--- config.mk ---
export PLATFORM = sky130hd
export DESIGN_NAME = pc_sequencer_flat
export DESIGN_NICKNAME = d
export VERILOG_FILES = /design/src/rtl/cpu_ctrl_pkg.sv /design/src/rtl/pc_sequencer_if.sv /design/src/rtl/pc_seq_fsm.sv /design/src/rtl/pc_sequencer.sv /design/src/flat_wrapper.sv
export SDC_FILE = /design/constraint.sdc
export NUM_CORES = 1
export LEC_CHECK = 0
export BUFFER_PORTS_ARGS = -buffer_cell sky130_fd_sc_hd__buf_4
export CAP_MARGIN = 30
export CORE_ASPECT_RATIO = 1.4
export CORE_MARGIN = 5
export CORE_UTILIZATION = 41
export DETAILED_ROUTE_END_ITERATION = 6
export PLACE_DENSITY = 0.76
export SYNTH_ARGS = -nofsm -noshare
export SYNTH_HDL_FRONTEND = slang
export SYNTH_HIERARCHICAL = 1
export SYNTH_SLANG_ARGS = --single-unit
--- constraint.sdc ---
create_clock -name Clk -period 2.1 [get_ports Clk]
set_clock_uncertainty 0.05 [all_clocks]
set_input_delay 0.105 -clock Clk [delete_from_list [all_inputs] [get_ports Clk]]
set_output_delay 0.105 -clock Clk [all_outputs]
set_load 0.01 [all_outputs]
--- src/rtl/cpu_ctrl_pkg.sv ---
// cpu_ctrl_pkg: shared control constants for the PC sequencer and PC-source mux.
//   PC_WIDTH    - width of PC, EPC and every mux operand
//   IRQ_VECTOR  - interrupt handler address (mux select 4 constant)
//   TRAP_VECTOR - trap handler address (mux select 5 constant)
//   SEL_*       - PC-source mux select codes
//   state_t     - sequencer state encoding
package cpu_ctrl_pkg;
   localparam int PC_WIDTH    = 17;
   localparam int IRQ_VECTOR  = 22;
   localparam int TRAP_VECTOR = 12;
   localparam logic [3:0] SEL_SEQ    = 4'd0;
   localparam logic [3:0] SEL_BRANCH = 4'd1;
   localparam logic [3:0] SEL_JUMP   = 4'd2;
   localparam logic [3:0] SEL_REG    = 4'd3;
   localparam logic [3:0] SEL_IRQ    = 4'd4;
   localparam logic [3:0] SEL_TRAP   = 4'd5;
   typedef enum logic [1:0] {
      ST_RUN  = 2'd0,
      ST_IRQ  = 2'd1,
      ST_TRAP = 2'd2,
      ST_HALT = 2'd3
   } state_t;
endpackage

--- src/rtl/pc_sequencer_if.sv ---
// pc_sequencer_if: control and PC bus between the datapath and the PC sequencer.
//   Datapath -> sequencer: Stall, BranchTaken, Jump, JumpReg, Eret, Trap, IrqReq,
//                          RegTarget, MuxOut
//   Sequencer -> datapath: Selection, PC, SeqPC, Input4Drive, EPC, IrqAck,
//                          InHandler, Halted
//   modport master: datapath side; modport slave: sequencer side.
interface pc_sequencer_if;
   import cpu_ctrl_pkg::*;
   logic                Stall;
   logic                BranchTaken;
   logic                Jump;
   logic                JumpReg;
   logic                Eret;
   logic                Trap;
   logic                IrqReq;
   logic [PC_WIDTH-1:0] RegTarget;
   logic [PC_WIDTH-1:0] MuxOut;
   logic [3:0]          Selection;
   logic [PC_WIDTH-1:0] PC;
   logic [PC_WIDTH-1:0] SeqPC;
   logic [PC_WIDTH-1:0] Input4Drive;
   logic [PC_WIDTH-1:0] EPC;
   logic                IrqAck;
   logic                InHandler;
   logic                Halted;
   modport master (
      output Stall, BranchTaken, Jump, JumpReg, Eret, Trap, IrqReq, RegTarget, MuxOut,
      input  Selection, PC, SeqPC, Input4Drive, EPC, IrqAck, InHandler, Halted
   );
   modport slave (
      input  Stall, BranchTaken, Jump, JumpReg, Eret, Trap, IrqReq, RegTarget, MuxOut,
      output Selection, PC, SeqPC, Input4Drive, EPC, IrqAck, InHandler, Halted
   );
endinterface

--- src/rtl/pc_seq_fsm.sv ---
// pc_seq_fsm: sequencer state register plus the prioritised PC-source select.
//   clk, rst          - clock, synchronous active-high reset
//   stall             - hold state this cycle
//   branch_taken, jump, jump_reg, eret, trap, irq_req - instruction events
//   selection         - mux select code (combinational)
//   state             - current state
//   irq_take          - interrupt accepted this cycle (unqualified by stall)
//   eret_take         - exception return accepted this cycle
//   trap_save         - trap taken from RUN: EPC captures the faulting PC
//   pc_load           - PC may load the mux result (not halted, not a double fault)
module pc_seq_fsm
   import cpu_ctrl_pkg::*;
(
   input  logic       clk,
   input  logic       rst,
   input  logic       stall,
   input  logic       branch_taken,
   input  logic       jump,
   input  logic       jump_reg,
   input  logic       eret,
   input  logic       trap,
   input  logic       irq_req,
   output logic [3:0] selection,
   output state_t     state,
   output logic       irq_take,
   output logic       eret_take,
   output logic       trap_save,
   output logic       pc_load
);
   state_t state_next;
   logic   in_handler;
   logic   irq_ok;
   always_ff @(posedge clk) begin
      if (rst)
         state <= ST_RUN;
      else if (!stall)
         state <= state_next;
   end
   assign in_handler = (state == ST_IRQ) || (state == ST_TRAP);
   // Any control transfer in flight defers the interrupt; Eret counts even in RUN.
   assign irq_ok = irq_req && (state == ST_RUN) && !(branch_taken || jump || jump_reg || eret);
   always_comb begin
      state_next = state;
      selection  = SEL_SEQ;
      irq_take   = 1'b0;
      eret_take  = 1'b0;
      trap_save  = 1'b0;
      pc_load    = state != ST_HALT;
      if (state != ST_HALT) begin
         if (trap) begin
            selection  = SEL_TRAP;
            state_next = in_handler ? ST_HALT : ST_TRAP;
            trap_save  = !in_handler;
            pc_load    = !in_handler;
         end else if (irq_ok) begin
            selection  = SEL_IRQ;
            state_next = ST_IRQ;
            irq_take   = 1'b1;
         end else if (eret && in_handler) begin
            selection  = SEL_REG;
            state_next = ST_RUN;
            eret_take  = 1'b1;
         end else begin
            selection = jump_reg     ? SEL_REG    :
                        jump         ? SEL_JUMP   :
                        branch_taken ? SEL_BRANCH : SEL_SEQ;
         end
      end
   end
endmodule

--- src/rtl/pc_sequencer.sv ---
// pc_sequencer: program counter, EPC and interrupt acknowledge around pc_seq_fsm.
//   Clk, Reset - clock, synchronous active-high reset
//   bus        - pc_sequencer_if.slave: events and MuxOut in; Selection, PC,
//                SeqPC, Input4Drive, EPC, IrqAck, InHandler, Halted out
//   The PC-source mux lives outside; its select 4/5 constants must equal
//   IRQ_VECTOR/TRAP_VECTOR.
module pc_sequencer #(
   parameter int                  PC_WIDTH    = cpu_ctrl_pkg::PC_WIDTH,
   parameter logic [PC_WIDTH-1:0] RESET_PC    = '0,
   parameter int                  IRQ_VECTOR  = cpu_ctrl_pkg::IRQ_VECTOR,
   parameter int                  TRAP_VECTOR = cpu_ctrl_pkg::TRAP_VECTOR
) (
   input  logic          Clk,
   input  logic          Reset,
   pc_sequencer_if.slave bus
);
   import cpu_ctrl_pkg::*;
   // The interface and external mux are built from the package values.
   if (PC_WIDTH != cpu_ctrl_pkg::PC_WIDTH || IRQ_VECTOR != cpu_ctrl_pkg::IRQ_VECTOR ||
       TRAP_VECTOR != cpu_ctrl_pkg::TRAP_VECTOR) begin : g_cfg_check
      $error("pc_sequencer parameters disagree with cpu_ctrl_pkg");
   end
   state_t              state;
   logic                irq_take;
   logic                eret_take;
   logic                trap_save;
   logic                pc_load;
   logic                irq_ack;
   logic [PC_WIDTH-1:0] pc;
   logic [PC_WIDTH-1:0] epc;
   logic [PC_WIDTH-1:0] seq_pc;
   pc_seq_fsm u_fsm (
      .clk          (Clk),
      .rst          (Reset),
      .stall        (bus.Stall),
      .branch_taken (bus.BranchTaken),
      .jump         (bus.Jump),
      .jump_reg     (bus.JumpReg),
      .eret         (bus.Eret),
      .trap         (bus.Trap),
      .irq_req      (bus.IrqReq),
      .selection    (bus.Selection),
      .state        (state),
      .irq_take     (irq_take),
      .eret_take    (eret_take),
      .trap_save    (trap_save),
      .pc_load      (pc_load)
   );
   assign seq_pc = pc + PC_WIDTH'(1);
   always_ff @(posedge Clk) begin
      if (Reset) begin
         pc      <= RESET_PC;
         epc     <= '0;
         irq_ack <= 1'b0;
      end else begin
         // Pulse only: irq_take is never set two accepted cycles running.
         irq_ack <= irq_take && !bus.Stall;
         if (!bus.Stall) begin
            if (pc_load)
               pc <= bus.MuxOut;
            if (trap_save)
               epc <= pc;
            else if (irq_take)
               epc <= seq_pc;
         end
      end
   end
   assign bus.PC          = pc;
   assign bus.SeqPC       = seq_pc;
   assign bus.EPC         = epc;
   assign bus.Input4Drive = eret_take ? epc : bus.RegTarget;
   assign bus.IrqAck      = irq_ack;
   assign bus.InHandler   = (state == ST_IRQ) || (state == ST_TRAP);
   assign bus.Halted      = state == ST_HALT;
endmodule

--- src/flat_wrapper.sv ---
// flat-port wrapper written by rule: the top's interface ports become plain ports
module pc_sequencer_flat import cpu_ctrl_pkg::*;
#(
   parameter int                  PC_WIDTH    = cpu_ctrl_pkg::PC_WIDTH,
   parameter logic [PC_WIDTH-1:0] RESET_PC    = '0,
   parameter int                  IRQ_VECTOR  = cpu_ctrl_pkg::IRQ_VECTOR,
   parameter int                  TRAP_VECTOR = cpu_ctrl_pkg::TRAP_VECTOR
)
  (Clk, Reset, bus_Stall, bus_BranchTaken, bus_Jump, bus_JumpReg, bus_Eret, bus_Trap, bus_IrqReq, bus_RegTarget, bus_MuxOut, bus_Selection, bus_PC, bus_SeqPC, bus_Input4Drive, bus_EPC, bus_IrqAck, bus_InHandler, bus_Halted);
  pc_sequencer_if bus_i ();
  input  logic Clk;
  input  logic Reset;
  input wire logic [$bits(bus_i.Stall)-1:0] bus_Stall;
  input wire logic [$bits(bus_i.BranchTaken)-1:0] bus_BranchTaken;
  input wire logic [$bits(bus_i.Jump)-1:0] bus_Jump;
  input wire logic [$bits(bus_i.JumpReg)-1:0] bus_JumpReg;
  input wire logic [$bits(bus_i.Eret)-1:0] bus_Eret;
  input wire logic [$bits(bus_i.Trap)-1:0] bus_Trap;
  input wire logic [$bits(bus_i.IrqReq)-1:0] bus_IrqReq;
  input wire logic [$bits(bus_i.RegTarget)-1:0] bus_RegTarget;
  input wire logic [$bits(bus_i.MuxOut)-1:0] bus_MuxOut;
  output wire logic [$bits(bus_i.Selection)-1:0] bus_Selection;
  output wire logic [$bits(bus_i.PC)-1:0] bus_PC;
  output wire logic [$bits(bus_i.SeqPC)-1:0] bus_SeqPC;
  output wire logic [$bits(bus_i.Input4Drive)-1:0] bus_Input4Drive;
  output wire logic [$bits(bus_i.EPC)-1:0] bus_EPC;
  output wire logic [$bits(bus_i.IrqAck)-1:0] bus_IrqAck;
  output wire logic [$bits(bus_i.InHandler)-1:0] bus_InHandler;
  output wire logic [$bits(bus_i.Halted)-1:0] bus_Halted;
  assign bus_i.Stall = bus_Stall;
  assign bus_i.BranchTaken = bus_BranchTaken;
  assign bus_i.Jump = bus_Jump;
  assign bus_i.JumpReg = bus_JumpReg;
  assign bus_i.Eret = bus_Eret;
  assign bus_i.Trap = bus_Trap;
  assign bus_i.IrqReq = bus_IrqReq;
  assign bus_i.RegTarget = bus_RegTarget;
  assign bus_i.MuxOut = bus_MuxOut;
  assign bus_Selection = bus_i.Selection;
  assign bus_PC = bus_i.PC;
  assign bus_SeqPC = bus_i.SeqPC;
  assign bus_Input4Drive = bus_i.Input4Drive;
  assign bus_EPC = bus_i.EPC;
  assign bus_IrqAck = bus_i.IrqAck;
  assign bus_InHandler = bus_i.InHandler;
  assign bus_Halted = bus_i.Halted;
  pc_sequencer #(.PC_WIDTH(PC_WIDTH), .RESET_PC(RESET_PC), .IRQ_VECTOR(IRQ_VECTOR), .TRAP_VECTOR(TRAP_VECTOR)) u_core (.Clk(Clk), .Reset(Reset), .bus(bus_i));
endmodule
# [Yosys cells after proc, flatten, opt, wreduce, memory -nomap -nowiden]
# Cells that the tools add are included.
[word_totals] out_inout_bits=75 mem_count=0 wordCells=52 latch_bits=0 romBits=0 ramBits=0 regBits=37
[classes] n_addsub=1 n_eq_ne=4 bitwise=1 multipliers=0 n_reduce_logical=17 div_mod_pow=0 shifts=0 n_mux=25 magnitude_cmp=0
[ops] operator="$mux 17" n=3
[ops] operator="$add 17x1->17 const B" n=1
[ops] operator="$mux 1" n=13
[ops] operator="$mux 2" n=6
[ops] operator="$mux 3" n=3
[ops] operator="$eq 2x2->1 const B" n=2
[ops] operator="$logic_and 1x1->1" n=4
[ops] operator="$logic_or 1x1->1" n=4
[ops] operator="$reduce_and 2->1" n=2
[ops] operator="$logic_not 1->1" n=3
[ops] operator="$reduce_and 3->1" n=1
[ops] operator="$reduce_bool 3->1" n=1
[ops] operator="$eq 2x1->1 const B" n=1
[ops] operator="$logic_not 2->1" n=1
[ops] operator="$ne 2x2->1 const B" n=1
[ops] operator="$reduce_bool 2->1" n=1
[ops] operator="$not 1->1" n=1

# [Depth between registers and ports, before layout]
# Gate-level depths: netlist (run 1).
[depth] depth_word=10 depth_mapped=10 depth_no_buf=9

# [Hierarchy]
# The synthesis (run 1) kept the hierarchy.
[modules_own_cells] mod="pc_sequencer" area_each_um2=1990.7 instances=1 cells_each=246
[modules_own_cells] mod="pc_seq_fsm" area_each_um2=234.0 instances=1 cells_each=34

# [Worst setup path after synthesis (run 1)]
# OpenSTA, ideal clock, no wires.
[synth_timing] path_kind="register to register" start="register u_core.u_fsm.state[0]" end="register u_core.epc[1] (netlist: u_core/bus.EPC[1])" t_arrival_ps=2029 slack_ps=-64 required_ps=1964 path_stages_with_launch=9 cell_sequence="dfxtp_1 -> inv_1 -> ha_1 -> nor3_1 -> nor2_1 -> nor2_1 -> clkbuf_1 -> nor2_1 -> a211oi_1"
[synth_via] elab_cells_between_ends=16 classes_between="eq/ne (3); mux (6); reduce/logical (7)"
[synth_lines] element="start: declaration" line_no="pc_seq_fsm.sv:24" source="output state_t state,"
[synth_lines] element="start signal: assignment" line_no="pc_seq_fsm.sv:37" source="state <= state_next;"
[synth_lines] element="$eq 2x1->1 / $eq 2x2->1 (equally long branches)" line_no="pc_seq_fsm.sv:39" source="assign in_handler = (state == ST_IRQ) || (state == ST_TRAP);"
[synth_lines] element="$logic_or 1x1->1" line_no="pc_seq_fsm.sv:39"
[synth_lines] element="$logic_not 1->1" line_no="pc_seq_fsm.sv:53" source="trap_save = !in_handler;"
[synth_lines] element="$mux 1" line_no="pc_seq_fsm.sv:50" source="if (trap) begin"
[synth_lines] element="$mux 1 *" line_no="pc_seq_fsm.sv:49" source="if (state != ST_HALT) begin"
[synth_lines] element="via u_core.trap_save" line_no="pc_sequencer.sv:26" source="logic trap_save;"
[synth_lines] element="$reduce_bool 2->1 (no source line)"
[synth_lines] element="$reduce_and 2->1 (no source line)"
[synth_lines] element="end signal: assignment" line_no="pc_sequencer.sv:62" source="epc <= pc;"
[synth_lines] element="end signal: assignment" line_no="pc_sequencer.sv:64" source="epc <= seq_pc;"
[synth_lines] element="end: declaration" line_no="pc_sequencer.sv:30" source="logic [PC_WIDTH-1:0] epc;"
# Mark *: on every way through the listed nets, which the timed path passes. The rest lies on a longest branch.
# A chain may end at the register's enable or synchronous reset.

# [Worst setup path in the final report (run 1)]
[layout_timing] start="register u_core.u_fsm.state[0]" end="register u_core.epc[7] (netlist: u_core/bus.EPC[7])"
[layout_via] elab_chain_len=8 elab_cells_between_ends=16 classes_between="eq/ne (3); mux (6); reduce/logical (7)"
[layout_rtl] element="$logic_not 2->1" line_no="pc_seq_fsm.sv:41" source="assign irq_ok = irq_req && (state == ST_RUN) && !(branch_taken || jump || jump_reg || eret);"
[layout_rtl] element="$logic_and 1x1->1 (2 in series)" line_no="pc_seq_fsm.sv:41"
[layout_rtl] element="$mux 1" line_no="pc_seq_fsm.sv:55" source="end else if (irq_ok) begin"
[layout_rtl] element="$mux 1" line_no="pc_seq_fsm.sv:50"
[layout_rtl] element="$mux 1 *" line_no="pc_seq_fsm.sv:49"
[layout_rtl] element="via u_core.irq_take" line_no="pc_sequencer.sv:24" source="logic irq_take;"
[layout_rtl] element="$reduce_bool 2->1 (no source line) *"
[layout_rtl] element="$reduce_and 2->1 (no source line) *"
# Marks and branches as above.

==> flow_metrics.py, run 1 <==
metrics = {
    "timing": {
        "fmax_mhz": 482,
        "timing.hold.ws_ns": 0.0133,
        "final_max_slew_viol_count": 0,
        "slew_headroom_pct": 57.3,
        "fin_ws_ns": 0.0262,
        "fin_crit_ns": 2.07,
        "fin_crit_sh_pct": 98.8,
        "hold_viol_final": 0,
        "worst_pin_slew_ns": 0.641,
        "setup_viol": 0,
    },
    "layout": {
        "finalNonFillerCells": 469,
        "areaGrowthSynthToFinish_pct": 59.3,
        "stdcell_area_um2": 3540,
        "final_cell_mix": "137 x buf_4, 38 x nand2_1, 34 x dfxtp_1",
        "nNetsFinal": 449,
        "layout_commonest_cell": "buf_4",
        "drive_gt1_share_pct": 46.4,
        "diodes": 0,
    },
    "worst_setup_path": {
        "worstPathRequired_ns": 2.23,
        "end_kind": "flip-flop",
        "crit_path_max_fanout": 9,
        "arrival_ns": 2.21,
        "critPathKind": "reg -> reg",
        "start_kind": "flip-flop",
    },
    "clocking": {
        "path_clk_slew_ns": 0.08,
        "cts_root_buf": "clkbuf_8",
        "cts_tree": "built",
        "cts_buffer_depth": 2,
        "clock_sinks": 37,
        "clk_latency_ns": 0.29,
        "htreeDepth": 2,
        "cts_buffers": 5,
    },
    "synthesis": {
        "synth-edff-count": 0,
        "yosys_warnings": 6,
        "netlist_instances": 280,
        "synth-async-reset-ratio_pct": 0,
        "synth.cell_area_um2": 2220,
        "yosysUniqueCellTypes": 36,
        "ys_seq_area_share_pct": 33.3,
        "postSynthAreaPerCell_um2": 7.95,
        "synthFlopType": "dfxtp_1",
        "syn_nets": 327,
        "ys_seq_elements": 37,
    },
    "job": {
        "drv_cap": 0,
    },
    "floorplan": {
        "io_pins": 118,
        "num_rows": 31,
        "start_util_pct": 42.5,
        "die_h_um": 97.2,
        "fp.dieW_um": 72.3,
        "coreArea_um2": 5240,
        "dieArea_um2": 7020,
    },
    "run_status": {
        "status": "finished, final reports clean",
    },
    "pwr": {
        "p_leak_nw": 1.53,
        "total_power_mw": 2.13,
        "power_density_nw_per_um2": 600,
        "peakVddDrop_uv": 435,
    },
    "detailed_routing": {
        "wirelength_um": 7030,
        "ant_nets": 0,
        "dr.first_iter.drc_count": 138,
        "vias": 2433,
        "wl_per_cell_um": 15.0,
        "viasPerCell": 5.19,
        "drc": 0,
        "dr.pass1.iters": 4,
    },
    "worst_hold_path": {
        "hold_class": "in -> reg",
    },
    "global_routing": {
        "grt_max_degree": 38,
        "gr-usage-all-layers_pct": 18.9,
        "overflow": 0,
        "antenna_found_initial": 0,
        "grt_pass1_vias": 2335,
        "grt_pass1_wl_um": 10900,
    },
    "placement": {
        "dpl.cell_count": 454,
        "io_buffers": 116,
        "placed_cell_area_um2": 3250,
        "place.detailed.hpwl_um": 5090,
        "pre_cts_ws_ns": 0.0897,
        "place_congestion": 0.903,
    },
}
==> cell type report <==
class	count	area, um2
Fill cell	448	1690
Multi-Input combinational cell	208	1440
Timing Repair Buffer	144	1140
Sequential cell	37	744
Clock buffer	7	86.3
Tap cell	66	82.6
Clock inverter	1	30.0
Inverter	6	22.5
==> Yosys cell counts (all sizes together) (2+ instances only) <==
master / instances / area, um2
nand4b: 3 / 26.3
mux2i: 3 / 30.0
nand3: 6 / 35.0
mux2: 17 / 191
nand2: 39 / 146
xnor2: 20 / 175
xor2: 10 / 87.6
inv: 6 / 22.5
nor4: 6 / 37.5
a31oi: 2 / 12.5
nand4: 5 / 37.5
a211oi: 16 / 120
or3: 2 / 12.5
nor2b: 2 / 12.5
ha: 4 / 50.1
nor3: 9 / 45.0
dfxtp: 37 / 741
nor2: 30 / 113
buf: 7 / 42.5
clkbuf: 22 / 86.3
a21oi: 23 / 115
==> flip-flops by register name, indices dropped and copies added, names as in the netlist <==
register	cells
u_core/bus.IrqAck	1
u_core/bus.PC	17
u_core/u_fsm/state	2
u_core/bus.EPC	17
==> cell families after synthesis <==
kind of cell    share of synthesized area (%)
buf+inv                                  6.81
compound gates                           12.6
xor+xnor                                 11.8
fa+ha+maj                                2.25
simple gates                             23.1
other cells                             0.169
mux                                      9.95
flops                                    33.3
==> routing by layer <==
metal  share of wire (%)  vias to the layer above  GRT usage [%]
li1                    -                     1200              -
met1                  37                     1125           21.4
met2                  53                       94           33.3
met3                 7.1                       14           4.14
met4                 2.2                        0           7.96
met5                   0                        -              0
==> what timing repair did <==
item	4_1_cts	5_1_grt
pin swaps	2	3
hold buffers	1	0
buffers inserted	3	2
gates resized for setup	12	9
gates cloned	1	2
setup endpoints to repair	17	36
hold endpoints to repair	1	0
==> worst max-delay path: stages (launching register included) <==
cell	delay, ns
dfxtp_2	0.33
inv_2	0.06
ha_4	0.15
nand4bb_4	0.13
or3_4	0.37
nor3_2	0.13
nor2_1	0.09
nor2_4	0.19
buf_12	0.15
nor2_1	0.05
a211oi_1	0.26
==> path summary, 6_finish.rpt <==
check,start,to,slack (ns),depth (start not counted)
max reg2reg,u_core/u_fsm/state[0]$_SDFFE_PP0P_,u_core/bus.EPC[7]$_SDFFE_PP0P_,0.03,10
max,u_core/u_fsm/state[0]$_SDFFE_PP0P_,u_core/bus.EPC[7]$_SDFFE_PP0P_,0.03,10
min,bus_MuxOut[0],u_core/bus.PC[0]$_SDFFE_PP0P_,0.01,3
min reg2reg,u_core/bus.EPC[5]$_SDFFE_PP0P_,u_core/bus.EPC[5]$_SDFFE_PP0P_,0.47,2
==> metrics by stage <==
stage	TNS, ns	utilization [%]
3_5_place_dp	0	62.0
3_3_place_gp	0	62.0
5_1_grt	-0.235	67.7
2_1_floorplan	0	-
4_1_cts	-0.000135	66.1
6_report	0	67.7
==> report_power, final <==
group / total [mW] / internal [mW] / switching (mW)
clock network: 0.627 / 0.387 / 0.240
registers: 0.811 / 0.759 / 0.0518
logic: 0.690 / 0.366 / 0.324
No activity file was read; power rests on OpenSTA's default activity.
==> run 2, diff against run 1 <==
--- a/config.mk
+++ b/config.mk
@@ -10,6 +10,7 @@
 export CORE_ASPECT_RATIO = 1.4
 export CORE_MARGIN = 5
 export CORE_UTILIZATION = 41
+export CTS_BUF_LIST = sky130_fd_sc_hd__clkbuf_8 sky130_fd_sc_hd__clkbuf_16
 export DETAILED_ROUTE_END_ITERATION = 6
 export PLACE_DENSITY = 0.76
 export SYNTH_ARGS = -nofsm -noshare
==> flow_metrics.py, run 2 (synthesized netlist as in run 1, its figures left out) <==
metrics = {
    "run_status": {
        "status": "finished, final reports clean",
    },
    "clocking": {
        "cts_buffer_depth": 2,
        "cts_buffers": 5,
        "path_clk_slew_ns": 0.08,
        "cts_tree": "built",
        "clk_latency_ns": 0.29,
        "clock_sinks": 37,
        "htreeDepth": 2,
        "cts_root_buf": "clkbuf_8",
    },
    "timing": {
        "fin_crit_ns": 2.07,
        "fin_ws_ns": 0.0262,
        "worst_pin_slew_ns": 0.636,
        "slew_headroom_pct": 57.6,
        "hold_viol_final": 0,
        "final_max_slew_viol_count": 0,
        "setup_viol": 0,
        "final.setup.tns_ns": 0,
        "fmax_mhz": 482,
        "fin_crit_sh_pct": 98.8,
    },
    "layout": {
        "layout_commonest_cell": "buf_4",
        "nFillCells": 448,
        "nNetsFinal": 449,
        "drive_gt1_share_pct": 46.4,
        "areaGrowthSynthToFinish_pct": 59.3,
        "diodes": 0,
        "seqCellArea_um2": 744,
        "final_cell_mix": "137 x buf_4, 38 x nand2_1, 34 x dfxtp_1",
        "final_util_pct": 67.7,
        "multiInputGateArea_um2": 1440,
    },
    "floorplan": {
        "dieArea_um2": 7020,
        "fp.dieW_um": 72.3,
        "io_pins": 118,
        "start_util_pct": 42.5,
        "num_rows": 31,
        "coreArea_um2": 5240,
        "die_h_um": 97.2,
    },
    "worst_setup_path": {
        "r2r_start": "u_core/u_fsm/state[0]$_SDFFE_PP0P_",
        "cp-startpoint": "u_core/u_fsm/state[0]$_SDFFE_PP0P_",
        "start_kind": "flip-flop",
        "r2r_end": "u_core/bus.EPC[7]$_SDFFE_PP0P_",
        "arrival_ns": 2.21,
        "end_kind": "flip-flop",
        "r2r_cells": 10,
        "critPathKind": "reg -> reg",
        "worstSetupEndpoint": "u_core/bus.EPC[7]$_SDFFE_PP0P_",
        "crit_path_max_fanout": 9,
        "worstPathRequired_ns": 2.23,
        "ff2ff_setup_slack_ns": 0.03,
    },
    "pwr": {
        "power_density_nw_per_um2": 599,
        "total_power_mw": 2.12,
        "peakVddDrop_uv": 435,
        "p_leak_nw": 1.53,
    },
    "detailed_routing": {
        "vias": 2435,
        "wl_per_cell_um": 15.0,
        "dr.pass1.iters": 4,
        "viasPerCell": 5.19,
        "drc": 0,
        "wirelength_um": 7030,
        "ant_nets": 0,
        "dr.first_iter.drc_count": 140,
    },
    "global_routing": {
        "grt_pass1_wl_um": 10900,
        "grt_pass1_vias": 2335,
        "antenna_found_initial": 0,
        "overflow": 0,
        "grt_max_degree": 38,
        "gr-usage-all-layers_pct": 18.9,
    },
    "placement": {
        "place.detailed.hpwl_um": 5090,
        "io_buffers": 116,
        "place_congestion": 0.903,
        "pre_cts_ws_ns": 0.0897,
    },
    "worst_hold_path": {
        "hold_class": "in -> reg",
        "hp-start": "bus_MuxOut[0]",
    },
    "job": {
        "drv_cap": 0,
    },
}
## run 2: layout make-up
type                       instances  area share, %
clock buffer                       6           2.33
tap                               66           2.33
inverter                           6          0.636
multi-input combinational        208           40.5
sequential                        37           21.0
timing repair buffer             144           32.2
clock inverter                     2          0.953
## run 2: what timing repair did
action	4_1_cts	5_1_grt
pin swaps	2	3
endpoints found under the hold margin	1	0
endpoints found under the setup margin	17	36
gates cloned	1	2
buffers inserted	3	2
hold buffers	1	0
resized for setup	12	9
## run 2: layer usage
layer	vias up	share of wire, %	global-route usage [%]
li1	1200	-	-
met3	14	7.2	4.14
met4	0	2.2	7.96
met2	92	53	33.3
met5	-	0	0
met1	1129	37	21.4
## run 2: worst min path at each step
stage,endpoint,slack [ns],depth (start not counted)
global route,u_core/bus.PC[0]$_SDFFE_PP0P_,0.01,3
global placement,u_core/bus.IrqAck$_SDFF_PP0_,0.29,2
finish,u_core/bus.PC[0]$_SDFFE_PP0P_,0.01,3
detailed placement,u_core/bus.IrqAck$_SDFF_PP0_,0.29,2
CTS,u_core/bus.PC[0]$_SDFFE_PP0P_,0.003,3
floorplan,u_core/u_fsm/state[1]$_SDFFE_PP0P_,0.12,1
## run 2: stage by stage
stage	hold slack (ns)	cell area [um2]	instances
after floorplan	0.124	2230	280
after global placement	0.288	3250	454
after detailed placement	0.291	3250	454
after CTS	0.00349	3460	467
after global routing	0.0105	3540	469
final	0.0135	3540	469
## run 2: power by group
group	switching, mW	internal, mW
logic	0.324	0.366
registers	0.0517	0.759
clock network	0.240	0.382
total	0.616	1.51
## run 2: critical path, cell delays in order, from the launching register on
cell and delay, ns:
dfxtp_2 0.33, inv_2 0.06, ha_4 0.15, nand4bb_4 0.13
or3_4 0.37, nor3_2 0.13, nor2_1 0.09, nor2_4 0.19
buf_12 0.15, nor2_1 0.05, a211oi_1 0.26
==> run 3, diff against run 2 <==
--- a/config.mk
+++ b/config.mk
@@ -5,14 +5,15 @@
 export SDC_FILE = /design/constraint.sdc
 export NUM_CORES = 1
 export LEC_CHECK = 0
+export ABC_AREA = 1
 export BUFFER_PORTS_ARGS = -buffer_cell sky130_fd_sc_hd__buf_4
 export CAP_MARGIN = 30
 export CORE_ASPECT_RATIO = 1.4
 export CORE_MARGIN = 5
-export CORE_UTILIZATION = 41
+export CORE_UTILIZATION = 40
 export CTS_BUF_LIST = sky130_fd_sc_hd__clkbuf_8 sky130_fd_sc_hd__clkbuf_16
 export DETAILED_ROUTE_END_ITERATION = 6
-export PLACE_DENSITY = 0.76
+export PLACE_DENSITY = 0.75
 export SYNTH_ARGS = -nofsm -noshare
 export SYNTH_HDL_FRONTEND = slang
 export SYNTH_HIERARCHICAL = 1
==> flow_metrics.py, run 3 <==
metrics = {
    "detailed_routing": {
        "wl_per_cell_um": 14.7,
        "wirelength_um": 7270,
        "dr.pass1.iters": 4,
        "ant_nets": 0,
        "wl_met2_um": 3860,
        "drc": 0,
        "dr.first_iter.drc_count": 101,
        "vias": 2554,
        "top_layer": "met4",
        "dr_wl_met3_um": 614,
        "met1_length_um": 2650,
        "viasPerCell": 5.16,
    },
    "layout": {
        "diodes": 0,
        "areaGrowthSynthToFinish_pct": 52.4,
        "finalNonFillerCells": 495,
        "nFillCells": 510,
        "layout_commonest_cell": "buf_4",
        "nNetsFinal": 475,
        "final_cell_mix": "123 x buf_4, 55 x nand2_1, 43 x a21oi_1",
        "stdcell_area_um2": 3300,
        "drive_gt1_share_pct": 40.1,
    },
    "timing": {
        "fin_crit_ns": 2.01,
        "hold_viol_final": 0,
        "fin_crit_sh_pct": 95.7,
        "rsz0062_at_grt": "false",
        "final_max_slew_viol_count": 0,
        "fin_ws_ns": 0.0898,
        "setup_viol": 0,
        "fmax_mhz": 497,
        "final.setup.tns_ns": 0,
        "timing.hold.ws_ns": 0.0147,
    },
    "clocking": {
        "cts_tree": "built",
        "cts_root_buf": "clkbuf_8",
        "cts_buffers": 5,
        "clk_latency_ns": 0.29,
        "htreeDepth": 2,
        "clock_sinks": 37,
        "cts_buffer_depth": 2,
        "path_clk_slew_ns": 0.07,
        "post_cts_buffers": 0,
    },
    "pwr": {
        "peakVddDrop_uv": 430,
        "power_density_nw_per_um2": 675,
        "p_leak_nw": 1.56,
    },
    "synthesis": {
        "synthTopCellsByArea": "dfxtp_1 34%, a21oi_1 9.9%, nand2_1 9.9%, mux2_2 8.8%, o21ai_0 8.8%",
        "yosys-top-cells-count": "57 x nand2_1, 43 x a21oi_1, 38 x nor2_1, 38 x o21ai_0, 37 x dfxtp_1",
        "yosys_warnings": 6,
        "netlist.area_leader.share_pct": 34.2,
        "yosysUniqueCellTypes": 30,
        "netlist.top_cell.by_area": "dfxtp_1",
        "ys_seq_elements": 37,
        "ys_seq_area_share_pct": 34.2,
        "netlist_instances": 310,
        "syn_nets": 357,
        "synth-async-reset-ratio_pct": 0,
        "synthFlopType": "dfxtp_1",
        "synthMostInstantiatedCell": "nand2_1",
        "synth.cell_area_um2": 2160,
        "synth-edff-count": 0,
        "postSynthAreaPerCell_um2": 6.98,
    },
    "placement": {
        "place.detailed.hpwl_um": 5590,
        "pre_cts_ws_ns": 0.147,
        "io_buffers": 116,
        "place_congestion": 0.899,
        "placed_cell_area_um2": 3100,
        "dpl.cell_count": 485,
    },
    "worst_setup_path": {
        "critPathKind": "reg -> out",
        "worstPathRequired_ns": 1.95,
        "arrival_ns": 1.86,
        "start_kind": "flip-flop",
        "crit_path_max_fanout": 7,
        "end_kind": "output port",
    },
    "floorplan": {
        "start_util_pct": 41.3,
        "dieArea_um2": 7000,
        "num_rows": 31,
        "io_pins": 118,
        "die_h_um": 97.0,
        "fp.dieW_um": 72.2,
        "coreArea_um2": 5240,
    },
    "global_routing": {
        "grt_pass1_vias": 2485,
        "gr-usage-all-layers_pct": 20.0,
        "grt_pass1_wl_um": 11500,
        "antenna_found_initial": 0,
        "grt_max_degree": 34,
        "overflow": 0,
    },
    "worst_hold_path": {
        "hold_class": "in -> reg",
    },
    "job": {
        "drv_cap": 0,
    },
    "run_status": {
        "status": "finished, final reports clean",
    },
}
run 3: what timing repair did:
item | 4_1_cts | 5_1_grt
pin swaps | 0 | 1
endpoints found under the setup margin | 17 | 20
resized for setup | 8 | 6
cloned | 1 | 0
hold buffers | 1 | 0
endpoints found under the hold margin | 3 | 0
run 3: per-stage QoR:
| step | total power [mW] | util, % |
|---|---|---|
| 6_report | 2.23 | 63.0 |
| 5_1_grt | 2.33 | 63.0 |
| 4_1_cts | 2.24 | 62.7 |
| 3_5_place_dp | 1.50 | 59.3 |
| 3_3_place_gp | 1.48 | 59.3 |
| 2_1_floorplan | 1.16 | - |
run 3: kinds of logic after synthesis:
group / count (synthesis) / synth area share, %
mux: 17 / 8.84
compound gates: 84 / 19.7
xor+xnor: 7 / 2.83
fa+ha+maj: 4 / 2.31
flops: 37 / 34.2
simple gates: 122 / 24.2
buf+inv: 38 / 7.80
other cells: 1 / 0.173
run 3: where the power goes:
part,switching [mW],total [mW],internal [mW]
sequential,0.0811,0.847,0.766
combinational,0.328,0.652,0.324
clock,0.255,0.727,0.472
total,0.664,2.23,1.56
run 3: cell type report:
class / instances / area (um2) / area share [%]
inverter: 23 / 88.8 / 2.69
clock buffer: 5 / 68.8 / 2.09
tap: 66 / 82.6 / 2.50
sequential: 37 / 744 / 22.6
timing repair buffer: 126 / 956 / 29.0
clock inverter: 3 / 65.1 / 1.97
multi-input combinational: 235 / 1290 / 39.2
run 3: critical path, cell delays in order (launching register included):
cell and delay [ns]:
dfxtp_2 0.34, ha_2 0.22, inv_1 0.07, nand2_1 0.12, nor2_4 0.18, buf_6 0.16
mux2_2 0.34, buf_4 0.14
run 3: final timing paths:
kind	cells after the start	startpoint	endpoint	slack, ns
min reg2reg	2	u_core/u_fsm/state[1]$_SDFFE_PP0P_	u_core/u_fsm/state[1]$_SDFFE_PP0P_	0.44
min	3	bus_MuxOut[1]	u_core/bus.PC[1]$_SDFFE_PP0P_	0.01
max	7	u_core/u_fsm/state[0]$_SDFFE_PP0P_	bus_Input4Drive[4]	0.09
max reg2reg	8	u_core/u_fsm/state[0]$_SDFFE_PP0P_	u_core/bus.EPC[2]$_SDFFE_PP0P_	0.23
run 3: routing by layer:
layer	global-route usage, %	vias to the layer above
li1	-	1258
met5	0	-
met2	37.4	115
met1	21.7	1169
met4	7.38	0
met3	3.11	12
